## src/rtl/rmux_nch_if.sv

```systemverilog
// Bus bundle for rmux_nch: master address stream, per-channel address/data
// channels, merged data stream and status.
interface rmux_nch_if #(
    parameter int AW  = 14,
    parameter int DW  = 8,
    parameter int DN  = 8,
    parameter int NCH = 4,
    parameter int IFW = 4,
    parameter int RQD = 4
);
    localparam int CW = $clog2(RQD + 1);

    logic [IFW-1:0]        info;
    logic [AW-1:0]         m_addr;
    logic                  m_addr_first;
    logic                  m_addr_last;
    logic                  m_addr_valid;
    logic                  m_addr_ready;
    logic [NCH*AW-1:0]     s_addr;
    logic [NCH-1:0]        s_addr_first;
    logic [NCH-1:0]        s_addr_last;
    logic [NCH-1:0]        s_addr_valid;
    logic [NCH-1:0]        s_addr_ready;
    logic [NCH*DW*DN-1:0]  m_data;
    logic [NCH-1:0]        m_data_first;
    logic [NCH-1:0]        m_data_last;
    logic [NCH-1:0]        m_data_valid;
    logic [NCH-1:0]        m_data_ready;
    logic [DW*DN-1:0]      s_data;
    logic                  s_data_first;
    logic                  s_data_last;
    logic                  s_data_valid;
    logic                  s_data_ready;
    logic                  sel_err;
    logic [CW-1:0]         outstanding;

    modport slave (
        input  info, m_addr, m_addr_first, m_addr_last, m_addr_valid,
        output m_addr_ready,
        output s_addr, s_addr_first, s_addr_last, s_addr_valid,
        input  s_addr_ready,
        input  m_data, m_data_first, m_data_last, m_data_valid,
        output m_data_ready,
        output s_data, s_data_first, s_data_last, s_data_valid,
        input  s_data_ready,
        output sel_err, outstanding
    );

    modport master (
        output info, m_addr, m_addr_first, m_addr_last, m_addr_valid,
        input  m_addr_ready,
        input  s_addr, s_addr_first, s_addr_last, s_addr_valid,
        output s_addr_ready,
        output m_data, m_data_first, m_data_last, m_data_valid,
        input  m_data_ready,
        input  s_data, s_data_first, s_data_last, s_data_valid,
        output s_data_ready,
        input  sel_err, outstanding
    );
endinterface

```

## src/rtl/rmux_nch.sv

```systemverilog
// N-channel read mux: whole-burst address routing by info, in-order data merge
// driven by a route FIFO of issued channel selects.
//
// state | meaning
// IDLE  | waiting for a first beat; decodes info into a channel select
// BURST | routing the rest of the burst to cur_sel
// DROP  | swallowing a burst whose select was out of range
module rmux_nch #(
    parameter int AW  = 14,
    parameter int DW  = 8,
    parameter int DN  = 8,
    parameter int NCH = 4,
    parameter int IFW = 4,
    parameter int RQD = 4
) (
    input  logic       clk,
    input  logic       rst,
    rmux_nch_if.slave  bus
);
    localparam int SW  = $clog2(NCH);
    localparam int CW  = $clog2(RQD + 1);
    localparam int PW  = (RQD > 1) ? $clog2(RQD) : 1;
    localparam int DBW = DW * DN;

    typedef enum logic [1:0] {IDLE, BURST, DROP} state_t;

    state_t          state;
    logic [SW-1:0]   cur_sel;
    logic [SW-1:0]   fifo_mem [RQD];
    logic [PW-1:0]   wr_ptr;
    logic [PW-1:0]   rd_ptr;
    logic [CW-1:0]   count;
    logic            sel_err_q;

    logic [SW-1:0]   sel_in;
    logic            sel_ok;
    logic            full;
    logic            empty;
    logic [SW-1:0]   head;
    logic            route_en;
    logic [SW-1:0]   route_sel;
    logic            addr_ready;
    logic [NCH-1:0]  addr_valid;
    logic            push;
    logic            pop;
    logic            addr_hs;

    logic [DBW-1:0]  dat;
    logic            dat_first;
    logic            dat_last;
    logic            dat_valid;
    logic [NCH-1:0]  dat_ready;

    assign sel_in = bus.info[SW-1:0];
    assign sel_ok = {1'b0, sel_in} < (SW+1)'(NCH);
    assign full   = (count == CW'(RQD));
    assign empty  = (count == '0);
    assign head   = fifo_mem[rd_ptr];

    always_comb begin
        route_en   = 1'b0;
        route_sel  = cur_sel;
        addr_ready = 1'b0;
        addr_valid = '0;
        case (state)
            IDLE: begin
                if (bus.m_addr_valid) begin
                    if (!bus.m_addr_first || !sel_ok) begin
                        addr_ready = 1'b1;
                    end else if (!full) begin
                        route_en  = 1'b1;
                        route_sel = sel_in;
                    end
                end
            end
            BURST:   route_en   = 1'b1;
            DROP:    addr_ready = 1'b1;
            default: ;
        endcase
        if (route_en) begin
            for (int k = 0; k < NCH; k++) begin
                if (route_sel == SW'(k)) begin
                    addr_valid[k] = bus.m_addr_valid;
                    addr_ready    = bus.s_addr_ready[k];
                end
            end
        end
        if (rst) begin
            addr_ready = 1'b0;
            addr_valid = '0;
        end
    end

    assign addr_hs = bus.m_addr_valid && addr_ready;
    assign push    = (state == IDLE) && route_en && addr_hs && !rst;

    always_comb begin
        dat       = '0;
        dat_first = 1'b0;
        dat_last  = 1'b0;
        dat_valid = 1'b0;
        dat_ready = '0;
        if (!empty && !rst) begin
            for (int k = 0; k < NCH; k++) begin
                if (head == SW'(k)) begin
                    dat          = bus.m_data[k*DBW +: DBW];
                    dat_first    = bus.m_data_first[k];
                    dat_last     = bus.m_data_last[k];
                    dat_valid    = bus.m_data_valid[k];
                    dat_ready[k] = bus.s_data_ready;
                end
            end
        end
    end

    assign pop = dat_valid && bus.s_data_ready && dat_last;

    always_ff @(posedge clk) begin
        if (rst) begin
            state     <= IDLE;
            cur_sel   <= '0;
            sel_err_q <= 1'b0;
            wr_ptr    <= '0;
            rd_ptr    <= '0;
            count     <= '0;
        end else begin
            sel_err_q <= 1'b0;
            case (state)
                IDLE: begin
                    if (bus.m_addr_valid && bus.m_addr_first) begin
                        if (!sel_ok) begin
                            sel_err_q <= 1'b1;
                            if (!bus.m_addr_last) state <= DROP;
                        end else if (push) begin
                            cur_sel <= sel_in;
                            if (!bus.m_addr_last) state <= BURST;
                        end
                    end
                end
                BURST: if (addr_hs && bus.m_addr_last) state <= IDLE;
                DROP:  if (bus.m_addr_valid && bus.m_addr_last) state <= IDLE;
                default: state <= IDLE;
            endcase
            if (push) begin
                fifo_mem[wr_ptr] <= sel_in;
                wr_ptr <= (wr_ptr == PW'(RQD-1)) ? '0 : wr_ptr + 1'b1;
            end
            if (pop) begin
                rd_ptr <= (rd_ptr == PW'(RQD-1)) ? '0 : rd_ptr + 1'b1;
            end
            count <= count + CW'(push) - CW'(pop);
        end
    end

    // Address/first/last are broadcast; only the routed slot's valid asserts.
    assign bus.m_addr_ready = addr_ready;
    assign bus.s_addr       = {NCH{bus.m_addr}};
    assign bus.s_addr_first = {NCH{bus.m_addr_first}};
    assign bus.s_addr_last  = {NCH{bus.m_addr_last}};
    assign bus.s_addr_valid = addr_valid;
    assign bus.m_data_ready = dat_ready;
    assign bus.s_data       = dat;
    assign bus.s_data_first = dat_first;
    assign bus.s_data_last  = dat_last;
    assign bus.s_data_valid = dat_valid;
    assign bus.sel_err      = sel_err_q;
    assign bus.outstanding  = count;
endmodule

```

## src/flat_wrapper.sv

```systemverilog
// flat-port wrapper written by rule: the top's interface ports become plain ports
module rmux_nch_flat 
#(
    parameter int AW  = 14,
    parameter int DW  = 8,
    parameter int DN  = 8,
    parameter int NCH = 4,
    parameter int IFW = 4,
    parameter int RQD = 4
)
  (clk, rst, bus_info, bus_m_addr, bus_m_addr_first, bus_m_addr_last, bus_m_addr_valid, bus_m_addr_ready, bus_s_addr, bus_s_addr_first, bus_s_addr_last, bus_s_addr_valid, bus_s_addr_ready, bus_m_data, bus_m_data_first, bus_m_data_last, bus_m_data_valid, bus_m_data_ready, bus_s_data, bus_s_data_first, bus_s_data_last, bus_s_data_valid, bus_s_data_ready, bus_sel_err, bus_outstanding);
  rmux_nch_if #(.AW(AW), .DW(DW), .DN(DN), .NCH(NCH), .IFW(IFW), .RQD(RQD)) bus_i ();
  input  logic clk;
  input  logic rst;
  input wire logic [$bits(bus_i.info)-1:0] bus_info;
  input wire logic [$bits(bus_i.m_addr)-1:0] bus_m_addr;
  input wire logic [$bits(bus_i.m_addr_first)-1:0] bus_m_addr_first;
  input wire logic [$bits(bus_i.m_addr_last)-1:0] bus_m_addr_last;
  input wire logic [$bits(bus_i.m_addr_valid)-1:0] bus_m_addr_valid;
  output wire logic [$bits(bus_i.m_addr_ready)-1:0] bus_m_addr_ready;
  output wire logic [$bits(bus_i.s_addr)-1:0] bus_s_addr;
  output wire logic [$bits(bus_i.s_addr_first)-1:0] bus_s_addr_first;
  output wire logic [$bits(bus_i.s_addr_last)-1:0] bus_s_addr_last;
  output wire logic [$bits(bus_i.s_addr_valid)-1:0] bus_s_addr_valid;
  input wire logic [$bits(bus_i.s_addr_ready)-1:0] bus_s_addr_ready;
  input wire logic [$bits(bus_i.m_data)-1:0] bus_m_data;
  input wire logic [$bits(bus_i.m_data_first)-1:0] bus_m_data_first;
  input wire logic [$bits(bus_i.m_data_last)-1:0] bus_m_data_last;
  input wire logic [$bits(bus_i.m_data_valid)-1:0] bus_m_data_valid;
  output wire logic [$bits(bus_i.m_data_ready)-1:0] bus_m_data_ready;
  output wire logic [$bits(bus_i.s_data)-1:0] bus_s_data;
  output wire logic [$bits(bus_i.s_data_first)-1:0] bus_s_data_first;
  output wire logic [$bits(bus_i.s_data_last)-1:0] bus_s_data_last;
  output wire logic [$bits(bus_i.s_data_valid)-1:0] bus_s_data_valid;
  input wire logic [$bits(bus_i.s_data_ready)-1:0] bus_s_data_ready;
  output wire logic [$bits(bus_i.sel_err)-1:0] bus_sel_err;
  output wire logic [$bits(bus_i.outstanding)-1:0] bus_outstanding;
  assign bus_i.info = bus_info;
  assign bus_i.m_addr = bus_m_addr;
  assign bus_i.m_addr_first = bus_m_addr_first;
  assign bus_i.m_addr_last = bus_m_addr_last;
  assign bus_i.m_addr_valid = bus_m_addr_valid;
  assign bus_m_addr_ready = bus_i.m_addr_ready;
  assign bus_s_addr = bus_i.s_addr;
  assign bus_s_addr_first = bus_i.s_addr_first;
  assign bus_s_addr_last = bus_i.s_addr_last;
  assign bus_s_addr_valid = bus_i.s_addr_valid;
  assign bus_i.s_addr_ready = bus_s_addr_ready;
  assign bus_i.m_data = bus_m_data;
  assign bus_i.m_data_first = bus_m_data_first;
  assign bus_i.m_data_last = bus_m_data_last;
  assign bus_i.m_data_valid = bus_m_data_valid;
  assign bus_m_data_ready = bus_i.m_data_ready;
  assign bus_s_data = bus_i.s_data;
  assign bus_s_data_first = bus_i.s_data_first;
  assign bus_s_data_last = bus_i.s_data_last;
  assign bus_s_data_valid = bus_i.s_data_valid;
  assign bus_i.s_data_ready = bus_s_data_ready;
  assign bus_sel_err = bus_i.sel_err;
  assign bus_outstanding = bus_i.outstanding;
  rmux_nch #(.AW(AW), .DW(DW), .DN(DN), .NCH(NCH), .IFW(IFW), .RQD(RQD)) u_core (.clk(clk), .rst(rst), .bus(bus_i));
endmodule
```

## config.mk

```make
export PLATFORM = sky130hd
export DESIGN_NAME = rmux_nch_flat
export DESIGN_NICKNAME = d
export VERILOG_FILES = /design/src/rtl/rmux_nch_if.sv /design/src/rtl/rmux_nch.sv /design/src/flat_wrapper.sv
export SDC_FILE = /design/constraint.sdc
export NUM_CORES = 1
export LEC_CHECK = 0
export BUFFER_PORTS_ARGS = -buffer_cell sky130_fd_sc_hd__buf_2
export CORE_AREA = 2 2 171 173
export CTS_BUF_LIST = sky130_fd_sc_hd__clkbuf_4 sky130_fd_sc_hd__clkbuf_8 sky130_fd_sc_hd__clkbuf_16
export DETAILED_ROUTE_END_ITERATION = 10
export DIE_AREA = 0 0 173 175
export GPL_TIMING_DRIVEN = 0
export PLACE_DENSITY = 0.47
export SLEW_MARGIN = 10
export SYNTH_ARGS = -nofsm -noshare
export SYNTH_HDL_FRONTEND = slang
export SYNTH_SLANG_ARGS = --single-unit
```

## constraint.sdc

```tcl
create_clock -name clk -period 3 [get_ports clk]
set_input_delay 0.45 -clock clk [delete_from_list [all_inputs] [get_ports clk]]
set_output_delay 0.45 -clock clk [all_outputs]
set_load 0.02 [all_outputs]
```

==> impl_metrics.toml, run 1 <==
[status]
status = "completed"

[clock_tree]
h-tree-depth = 1
insertion_delay_ns = 0.25
cts-buffers-inserted = 3
clk_pin_slew_worst_paths_ns = 0.06
cts_sinks = 20
clockBufferDepth = 2
cts_tree = "done"
root_buffer = "clkbuf_16"
cts_hold_buffers = 0

[timing]
final-hold-violation-count = 0
fin_tns_setup_ns = 0
worst_slew_pin_slew_ns = 0.537
rsz0062_at_grt = "true"
fin_crit_ns = 2.90
fin_skew_ns = 0.00118
fmax_mhz = 344
min_period_over_period_pct = 96.8
slew_headroom_pct = 64.2
setup_viol = 0
drv_slew = 0
hold_ws_ns = 0.494

[worst_setup_path]
critPathKind = "reg -> reg"
arrival_ns = 3.02
slowest_delay_ns = 0.50
crit_buf_inv = 3
crit_path_end_kind = "flip-flop"
path_cells = "mux4_2 > buf_6 > mux4_2 > nor2_4 > ha_1 > inv_1 > ha_1 > inv_1 > fa_1 > xnor2_1 > nor2_1"
crit_required_ns = 3.12
worstRegToRegCells = 11
critPathMaxFanout = 9
r2r_slack_ns = 0.1
critPathTopFamily = "multiplexers"
crit_cells = 11
cp_slowest_cell = "mux4_2"
reg2reg_to = "u_core.bus.outstanding[2]"
cp-start-kind = "flip-flop"

[die]
fp-row-count = 62
die_x_um = 173
die-area_um2 = 30300
pin_count = 440
core_um2 = 28400
dieHeight_um = 175
start_util_pct = 13.4

[yosys]
synth-seq-cells = 20
syn_avg_cell_area_um2 = 10.8
yosysWarningCount = 0
ys_seq_area_share_pct = 12.7
syn_nets = 656
synth_edf_count = 8
syn-cell-area_um2 = 3790
synthArstFlopShare_pct = 0
ys.flop_type = "dfxtp_1"
synth_cell_types = 42
synth_cells = 352

[drt]
ant_nets = 0
routed_wl_mm = 19.5
vias = 4509
via_per_inst = 3.86
drtPass1Iterations = 4
routedWlPerCell_um = 16.7
drtIter0Drc = 147
route.detailed.drc = 0

[flow_run]
drv_cap = 0

[cells_and_area]
drive_above_1_share_pct = 75.4
seqCellArea_um2 = 482
nets = 1085
finalNonFillerCells = 1168
multi_input_area_um2 = 2660
design_area_um2 = 6530
area_growth_pct = 72.2
n_fill_cell = 3155
final_util_pct = 23.0

[min_path]
min_delay_path_depth = 1
worstHoldStart = "bus_info[0]"
hold_class = "in -> reg"
hold_end = "u_core.fifo_mem[3][0]"

[global_route]
grt_max_degree = 13
antenna_found_initial = 5
grt_pass1_vias = 4518
grt_first_pass_wirelength_mm = 27.7
grt.total_usage_pct = 11.8
grt_overflow_total = 0

[placement]
place_area_um2 = 6380
dp.cells = 1158
port_buffers = 422
dp_hpwl_mm = 17.0
place_congestion = 0.843

[power]
powerDensity_nw_per_um2 = 222
peakVddDrop_mv = 0.243
p_leak_nw = 3.27
## worst reg2reg max path, stage by stage (launching register included)
cell and delay [ns]:
dfxtp_2 0.35, mux4_2 0.51, buf_6 0.17, mux4_2 0.50
nor2_4 0.16, ha_1 0.24, inv_1 0.05, ha_1 0.13
inv_1 0.05, fa_1 0.40, xnor2_1 0.16, nor2_1 0.06
## final cells by class
class / instances / area share (%)
Antenna cell: 4 / 0.153
Buffer: 92 / 9.81
Clock buffer: 3 / 1.15
Clock inverter: 1 / 0.460
Inverter: 7 / 0.402
Multi-Input combinational cell: 233 / 40.7
Sequential cell: 20 / 7.38
Tap cell: 384 / 7.36
Timing Repair Buffer: 424 / 32.6
## state kept, by name, summed over array words and instances, names as in the netlist, named ones only
signal	flops
u_core.wr_ptr	2
u_core.fifo_mem	8
u_core.rd_ptr	2
u_core.bus.outstanding	3
u_core.cur_sel	2
u_core.state	1
## how the worst max path moves through the flow
stage	slack, ns	to
2_1_floorplan	0.27	u_core.bus.outstanding[2]
3_3_place_gp	0.01	u_core.bus.outstanding[2]
3_5_place_dp	0.02	u_core.bus.outstanding[2]
4_1_cts	-0.04	bus_s_data[21]
5_1_grt	-0.08	u_core.bus.outstanding[2]
6_report	0.1	u_core.bus.outstanding[2]
## cells in the final DEF (no fill, tap or decap), types with 3 or more instances in the layout
| cell type | synthesis | layout |
|---|---|---|
| buf_2 | 12 | 431 |
| nand2_1 | 13 | 13 |
| nor3b_1 | 5 | 5 |
| mux4_2 | 70 | 70 |
| nand3_1 | 5 | 5 |
| nor3_1 | 5 | 5 |
| clkbuf_16 | 0 | 3 |
| a21oi_1 | 3 | 3 |
| diode_2 | 0 | 4 |
| mux2i_1 | 4 | 4 |
| nor2b_1 | 72 | 72 |
| inv_1 | 6 | 6 |
| edfxtp_1 | 8 | 8 |
| buf_4 | 69 | 72 |
| clkbuf_1 | 10 | 8 |
| and2_1 | 4 | 4 |
| nand4b_1 | 3 | 3 |
| ha_1 | 7 | 7 |
| nor2_1 | 13 | 13 |
| dfxtp_1 | 12 | 11 |
## per-stage QoR
step / total power, mW / setup slack [ns]
2_1_floorplan: 0.743 / 0.268
3_3_place_gp: 1.09 / 0.0103
3_5_place_dp: 1.09 / 0.0171
4_1_cts: 1.46 / -0.0363
5_1_grt: 1.52 / -0.0769
6_report: 1.45 / 0.0953
## cells by family (layout without fill, tap and decap cells)
family / Yosys count / in the layout / share of synthesized area, %
other cells: 1 / 5 / 0.0989
flops: 20 / 20 / 12.7
mux: 76 / 76 / 43.2
simple gates: 132 / 132 / 20.6
compound gates: 14 / 14 / 2.84
xor+xnor: 2 / 2 / 0.462
fa+ha+maj: 8 / 8 / 2.84
buf+inv: 99 / 527 / 17.2
## Yosys cell counts, types with 2 or more instances
library cell	count	area share (%)
inv_1	6	0.59
a21oi_1	3	0.40
dfxtp_1	12	6.3
nand2b_1	2	0.33
o21ai_1	2	0.26
nand2_1	13	1.3
clkbuf_1	10	0.99
nor3_1	5	0.66
edfxtp_1	8	6.3
nand3_1	5	0.66
mux4_2	70	42
and3b_1	2	0.46
buf_2	12	1.6
nand4b_1	3	0.69
nor2_1	13	1.3
a22o_1	2	0.46
and2_1	4	0.66
mux2_1	2	0.59
a221oi_1	2	0.46
nor3b_1	5	0.99
buf_4	69	14
ha_1	7	2.3
nor2b_1	72	12
mux2i_1	4	1.1
nand4_1	2	0.33
## per-layer routing
| layer | GRT usage (%) | vias to the layer above | part of all wire, % |
|---|---|---|---|
| li1 | - | 2103 | - |
| met1 | 14.2 | 2189 | 39 |
| met2 | 21.6 | 203 | 53 |
| met3 | 2.39 | 12 | 7.0 |
| met5 | 0 | - | 0.067 |
| met4 | 2.54 | 2 | 1.1 |
## power by group
group          internal [mW]  switching, mW  total (mW)
clock                  0.265          0.101       0.366
sequential             0.289        0.00618       0.295
combinational          0.416          0.373       0.789
total                  0.970          0.480        1.45
## what timing repair did
action / CTS / global route
pin swaps: 0 / 1
buffers inserted: 0 / 2
setup endpoints to repair: 48 / 33
gates resized for setup: 2 / 7
(Power assumes the default switching activity.)
==> run 2: changes to the inputs <==
--- a/config.mk
+++ b/config.mk
@@ -5,11 +5,12 @@
 export SDC_FILE = /design/constraint.sdc
 export NUM_CORES = 1
 export LEC_CHECK = 0
+export ABC_AREA = 1
 export BUFFER_PORTS_ARGS = -buffer_cell sky130_fd_sc_hd__buf_2
-export CORE_AREA = 2 2 171 173
+export CORE_AREA = 2 2 170 172
 export CTS_BUF_LIST = sky130_fd_sc_hd__clkbuf_4 sky130_fd_sc_hd__clkbuf_8 sky130_fd_sc_hd__clkbuf_16
 export DETAILED_ROUTE_END_ITERATION = 10
-export DIE_AREA = 0 0 173 175
+export DIE_AREA = 0 0 172 174
 export GPL_TIMING_DRIVEN = 0
 export PLACE_DENSITY = 0.47
 export SLEW_MARGIN = 10
==> impl_metrics.toml, run 2 <==
[status]
status = "completed"

[worst_setup_path]
crit_required_ns = 3.13
critPathTopFamily = "simple AND/OR/NAND/NOR gates"
crit_buf_inv = 4
crit_path_end_kind = "flip-flop"
cp_slowest_cell = "fa_2"
reg2reg_to = "u_core.bus.outstanding[2]"
cp-start-kind = "flip-flop"
critPathKind = "reg -> reg"
critPathMaxFanout = 10
worstRegToRegCells = 18
slowest_delay_ns = 0.38
arrival_ns = 3.05
path_cells = "inv_2 > nand2_1 > nand3_2 > nand2_4 > buf_8 > nand2_8 > nor2_1 > nor3_2 > nand3_2 > nor2_4 > ha_1 > inv_1 > ha_1 > inv_1 > fa_2 > xor2_2 > o21ai_1 > a21oi_1"
r2r_slack_ns = 0.09

[clock_tree]
clockBufferDepth = 2
root_buffer = "clkbuf_16"
cts-buffers-inserted = 3
clk_pin_slew_worst_paths_ns = 0.06
cts_sinks = 20
h-tree-depth = 1
insertion_delay_ns = 0.25
cts_tree = "done"

[global_route]
grt_max_degree = 13
grt_pass1_vias = 5506
grt_overflow_total = 0
grt.total_usage_pct = 15.5
grt_first_pass_wirelength_mm = 34.6
antenna_found_initial = 4

[die]
fp-row-count = 62
die-area_um2 = 29900
dieHeight_um = 174
start_util_pct = 13.0
core_um2 = 28200
pin_count = 440
die_x_um = 172

[yosys]
ys.flop_type = "dfxtp_1"
synth_edf_count = 8
synth_largest_area_cell = "o21ai_0"
synth_xor_area_share_pct = 0.239
synth_top_family_by_area = "compound AO/OA/AOI/OAI gates"
syn-cell-area_um2 = 3660
yosysMostFrequentCell = "nand2_1"
synthSimpleGateAreaFrac_pct = 26.1
synth.area.top_cells = "o21ai_0 17%, buf_4 14%, nand2_1 13%"
synth-seq-cells = 20
synthArstFlopShare_pct = 0
synth_cell_types = 43
synthTopCellsByCount = "131 x nand2_1, 125 x o21ai_0, 66 x buf_4"
ys_seq_area_share_pct = 13.1
synth_top_area_share_pct = 17.1
synth_fa_ha_area_share_pct = 2.94
synth_compound_area_share_pct = 34.8
yosysWarningCount = 0
syn_avg_cell_area_um2 = 5.96
syn_nets = 918
synth_cells = 614
synthMuxAreaShare_pct = 0

[placement]
dp_hpwl_mm = 21.0
place_congestion = 0.872
port_buffers = 422
dp.cells = 1420

[timing]
fmax_mhz = 343
rsz0062_at_grt = "true"
fin_skew_ns = 0.00357
drv_slew = 0
fin_crit_ns = 2.91
slew_headroom_pct = 57.8
final-hold-violation-count = 0
setup_viol = 0
min_period_over_period_pct = 97.2
fin_tns_setup_ns = 0
worst_slew_pin_slew_ns = 0.634

[cells_and_area]
largest_reg_flops = 8
final_cell_mix = "440 x buf_2, 130 x nand2_1, 124 x o21ai_0"
largest-register = "u_core.fifo_mem"
finalNonFillerCells = 1430
n_fill_cell = 3363
drive_above_1_share_pct = 53.9
nets = 1347
layout_commonest_cell = "buf_2"
area_growth_pct = 76.2

[flow_run]
drv_cap = 0

[drt]
via_per_inst = 4.10
drtIter0Drc = 384
vias = 5864
routed_wl_mm = 25.4
ant_nets = 0
routedWlPerCell_um = 17.8
route.detailed.drc = 0
drtPass1Iterations = 5

[min_path]
hold_class = "in -> reg"
min_delay_path_depth = 2
worstHoldStart = "rst"
hold_end = "u_core.cur_sel[0]"

[power]
p_leak_nw = 3.45
peakVddDrop_mv = 0.233
powerDensity_nw_per_um2 = 189
-- run 2: cell types whose count changed after synthesis, moves of 7 or more --
cell      before  now
o21ai_0        0  125
inv_1          6   25
mux4_2        70    0
inv_2          1    8
a21oi_1        3   41
nor2_1        13   41
o22ai_1        0   18
nand2_1       13  131
o21ai_1        2   10
a31oi_1        0   19
clkbuf_1      10   19
nor2b_1       72    0
-- run 2: layout make-up --
cell class              instances  area (um^2)  share of cell area (%)
diodes                          4         10.0                   0.155
plain buffers                 107          706                    10.9
clock buffers                   3         75.1                    1.16
clock inverters                 1         30.0                   0.465
inverters                      36          145                    2.25
multi-input cells             451         2390                    37.1
flip-flops and latches         20          485                    7.52
well taps                     384          480                    7.45
repair buffers                424         2130                    33.0
-- run 2: timing repair --
action | 4_1_cts | 5_1_grt
setup endpoints to repair | 22 | 9
hold buffers | 0 | 0
buffers inserted | 1 | 1
pin swaps | 3 | 2
gates resized for setup | 11 | 12
-- run 2: worst max-delay path by stage --
stage,startpoint,endpoint,slack (ns),cells past startpoint
after floorplan,flip-flop,u_core.bus.outstanding[2],0.38,17
after global placement,flip-flop,u_core.bus.outstanding[2],-0.17,18
after detailed placement,flip-flop,u_core.bus.outstanding[2],-0.17,18
after CTS,flip-flop,bus_s_data[62],0.006,10
after global routing,flip-flop,u_core.bus.outstanding[2],-0.07,18
final,flip-flop,u_core.bus.outstanding[2],0.09,18
-- run 2: metrics by stage --
stage	hold WS (ns)	power, mW	cell area [um^2]	setup WS (ns)	utilization, %
after global placement	0.466	0.853	6250	-0.167	22.1
after global routing	0.466	1.29	6450	-0.0697	22.9
after floorplan	0.449	0.565	3660	0.381	-
after detailed placement	0.472	0.856	6250	-0.166	22.1
after CTS	0.455	1.23	6400	0.00584	22.7
final	0.461	1.22	6450	0.0852	22.9
-- run 2: cell families (layout without fill, tap and decap cells) --
group	count (synthesis)	after routing
compound gates	232	232
xor+xnor	1	1
fa+ha+maj	8	8
buf+inv	143	571
flops	20	20
other cells	1	5
simple gates	209	209
-- run 2: worst reg2reg max path, stage by stage, from the launching register on --
cell     delay, ns
dfxtp_4       0.36
inv_2         0.07
nand2_1       0.06
nand3_2       0.08
nand2_4       0.10
buf_8         0.17
nand2_8       0.12
nor2_1        0.07
nor3_2        0.33
nand3_2       0.16
nor2_4        0.12
ha_1          0.23
inv_1         0.05
ha_1          0.13
inv_1         0.05
fa_2          0.38
xor2_2        0.16
o21ai_1       0.12
a21oi_1       0.05
-- run 2: layer usage --
metal  up-vias  part of all wire [%]  track usage, %
li1       2896                     -               -
met1      2661                    45            21.3
met2       295                    47            26.1
met3        12                   7.5            2.32
met4         0                   1.1            2.24
met5         -                     0               0
-- run 2: report_power, final --
part           internal [mW]  switching [mW]
Combinational          0.276           0.291
Sequential             0.285         0.00235
Clock                  0.265           0.102
==> run 3: changes to the inputs <==
--- a/config.mk
+++ b/config.mk
@@ -12,7 +12,6 @@
 export DETAILED_ROUTE_END_ITERATION = 10
 export DIE_AREA = 0 0 172 174
 export GPL_TIMING_DRIVEN = 0
-export PLACE_DENSITY = 0.47
 export SLEW_MARGIN = 10
 export SYNTH_ARGS = -nofsm -noshare
 export SYNTH_HDL_FRONTEND = slang
==> impl_metrics.toml, run 3 (synthesized netlist as in run 2, its figures left out) <==
[worst_setup_path]
critPathMaxFanout = 10
crit_cells = 17
crit_path_end_kind = "flip-flop"
cp-start-kind = "flip-flop"
cp_common_cell = "inv_1"
slowest_delay_ns = 0.40
critPathTopFamily = "simple AND/OR/NAND/NOR gates"
critPathKind = "reg -> reg"
cp_slowest_cell = "fa_1"
worstRegToRegCells = 17
path_cells = "inv_1 > nand3_2 > nand2_4 > buf_12 > nand2_8 > nor2_1 > nor3_2 > nand3_2 > nor2_4 > ha_1 > inv_1 > ha_1 > inv_1 > fa_1 > xor2_1 > o21ai_0 > a21oi_1"
arrival_ns = 3.01
crit_buf_inv = 4
crit_required_ns = 3.13

[global_route]
grt.total_usage_pct = 14.5
grt_overflow_total = 0
grt_max_degree = 12
grt_pass1_vias = 5639
antenna_found_initial = 7
grt_first_pass_wirelength_mm = 32.7

[clock_tree]
clockBufferDepth = 2
insertion_delay_ns = 0.25
cts_sinks = 20
cts_tree = "done"
h-tree-depth = 1
cts_hold_buffers = 0
clk_pin_slew_worst_paths_ns = 0.06
root_buffer = "clkbuf_16"
cts-buffers-inserted = 3

[timing]
slew_headroom_pct = 55.9
fin_skew_ns = 0.00260
final-hold-violation-count = 0
worst_slew_pin_slew_ns = 0.662
rsz0062_at_grt = "true"
min_period_over_period_pct = 95.9
setup_viol = 0
fmax_mhz = 348
hold_ws_ns = 0.456
fin_tns_setup_ns = 0
drv_slew = 0
fin_crit_ns = 2.88

[cells_and_area]
largest_reg_flops = 8
largest-register = "u_core.fifo_mem"
n_fill_cell = 3332
nets = 1348
final_util_pct = 22.8
finalNonFillerCells = 1433
seqCellArea_um2 = 482
design_area_um2 = 6440
area_growth_pct = 75.8
final_cell_mix = "439 x buf_2, 130 x nand2_1, 125 x o21ai_0"
layout_commonest_cell = "buf_2"
multi_input_area_um2 = 2370
drive_above_1_share_pct = 53.1

[power]
powerDensity_nw_per_um2 = 179
p_leak_nw = 3.45
peakVddDrop_mv = 0.236

[drt]
routedWlPerCell_um = 16.7
vias = 6024
wl_met2_mm = 11.0
via_per_inst = 4.20
drtIter0Drc = 315
ant_nets = 0
wl_met3_mm = 1.98
drt-met1-wl_mm = 10.1
routed_wl_mm = 23.9
drtPass1Iterations = 5
route.detailed.drc = 0
top_layer_used = "met5"

[min_path]
hold_class = "in -> reg"
min_delay_path_depth = 2

[die]
fp-row-count = 62
pin_count = 440
die-area_um2 = 29900
start_util_pct = 13.0
core_um2 = 28200
die_x_um = 172
dieHeight_um = 174

[flow_run]
drv_cap = 0

[placement]
dp.cells = 1420
port_buffers = 422
place_congestion = 0.916
place_area_um2 = 6250
dp_hpwl_mm = 20.0

[status]
status = "completed"
[run 3: worst reg2reg max path: cells and delay by family (launching register included)]
kind            cells  cell delay (ns)
flops               1             0.37
xor+xnor            1             0.16
simple gates        7             0.89
fa+ha+maj           3             0.77
buf+inv             4             0.37
compound gates      2             0.20
[run 3: report_power, final]
| part | total, mW | switching [mW] | internal, mW |
|---|---|---|---|
| Combinational | 0.565 | 0.289 | 0.277 |
| Sequential | 0.288 | 0.00233 | 0.286 |
| Clock | 0.300 | 0.0974 | 0.203 |
[run 3: area by class of cell]
type	instances	area share, %
antenna	6	0.233
buffer	107	11.0
clock buffer	4	1.38
inverter	36	2.41
multi-input combinational	451	36.9
sequential	20	7.48
tap	384	7.46
timing repair buffer	425	33.2
[run 3: metal layers]
metal	global-route usage, %	up-vias
li1	-	2905
met1	18.8	2752
met2	24.4	325
met3	1.96	40
met4	5.36	2
met5	0	-
[run 3: timing repair]
item                       CTS  global route
buffers inserted             0             3
pin swaps                    1             3
resized for setup           14             6
setup endpoints to repair   26            11
[run 3: worst paths after layout]
check / end / slack (ns) / startpoint
max: u_core.bus.outstanding[2] / 0.12 / flip-flop
min: u_core.cur_sel[0] / 0.46 / rst
max reg2reg: u_core.bus.outstanding[2] / 0.12 / flip-flop
min reg2reg: u_core.cur_sel[0] / 0.48 / u_core.cur_sel[0]
[run 3: per-stage QoR]
stage               setup slack (ns)  power, mW
finish                         0.122       1.15
global route                 -0.0942       1.22
CTS                          0.00530       1.16
detailed placement            -0.206      0.854
global placement              -0.175      0.848
floorplan                      0.381      0.565
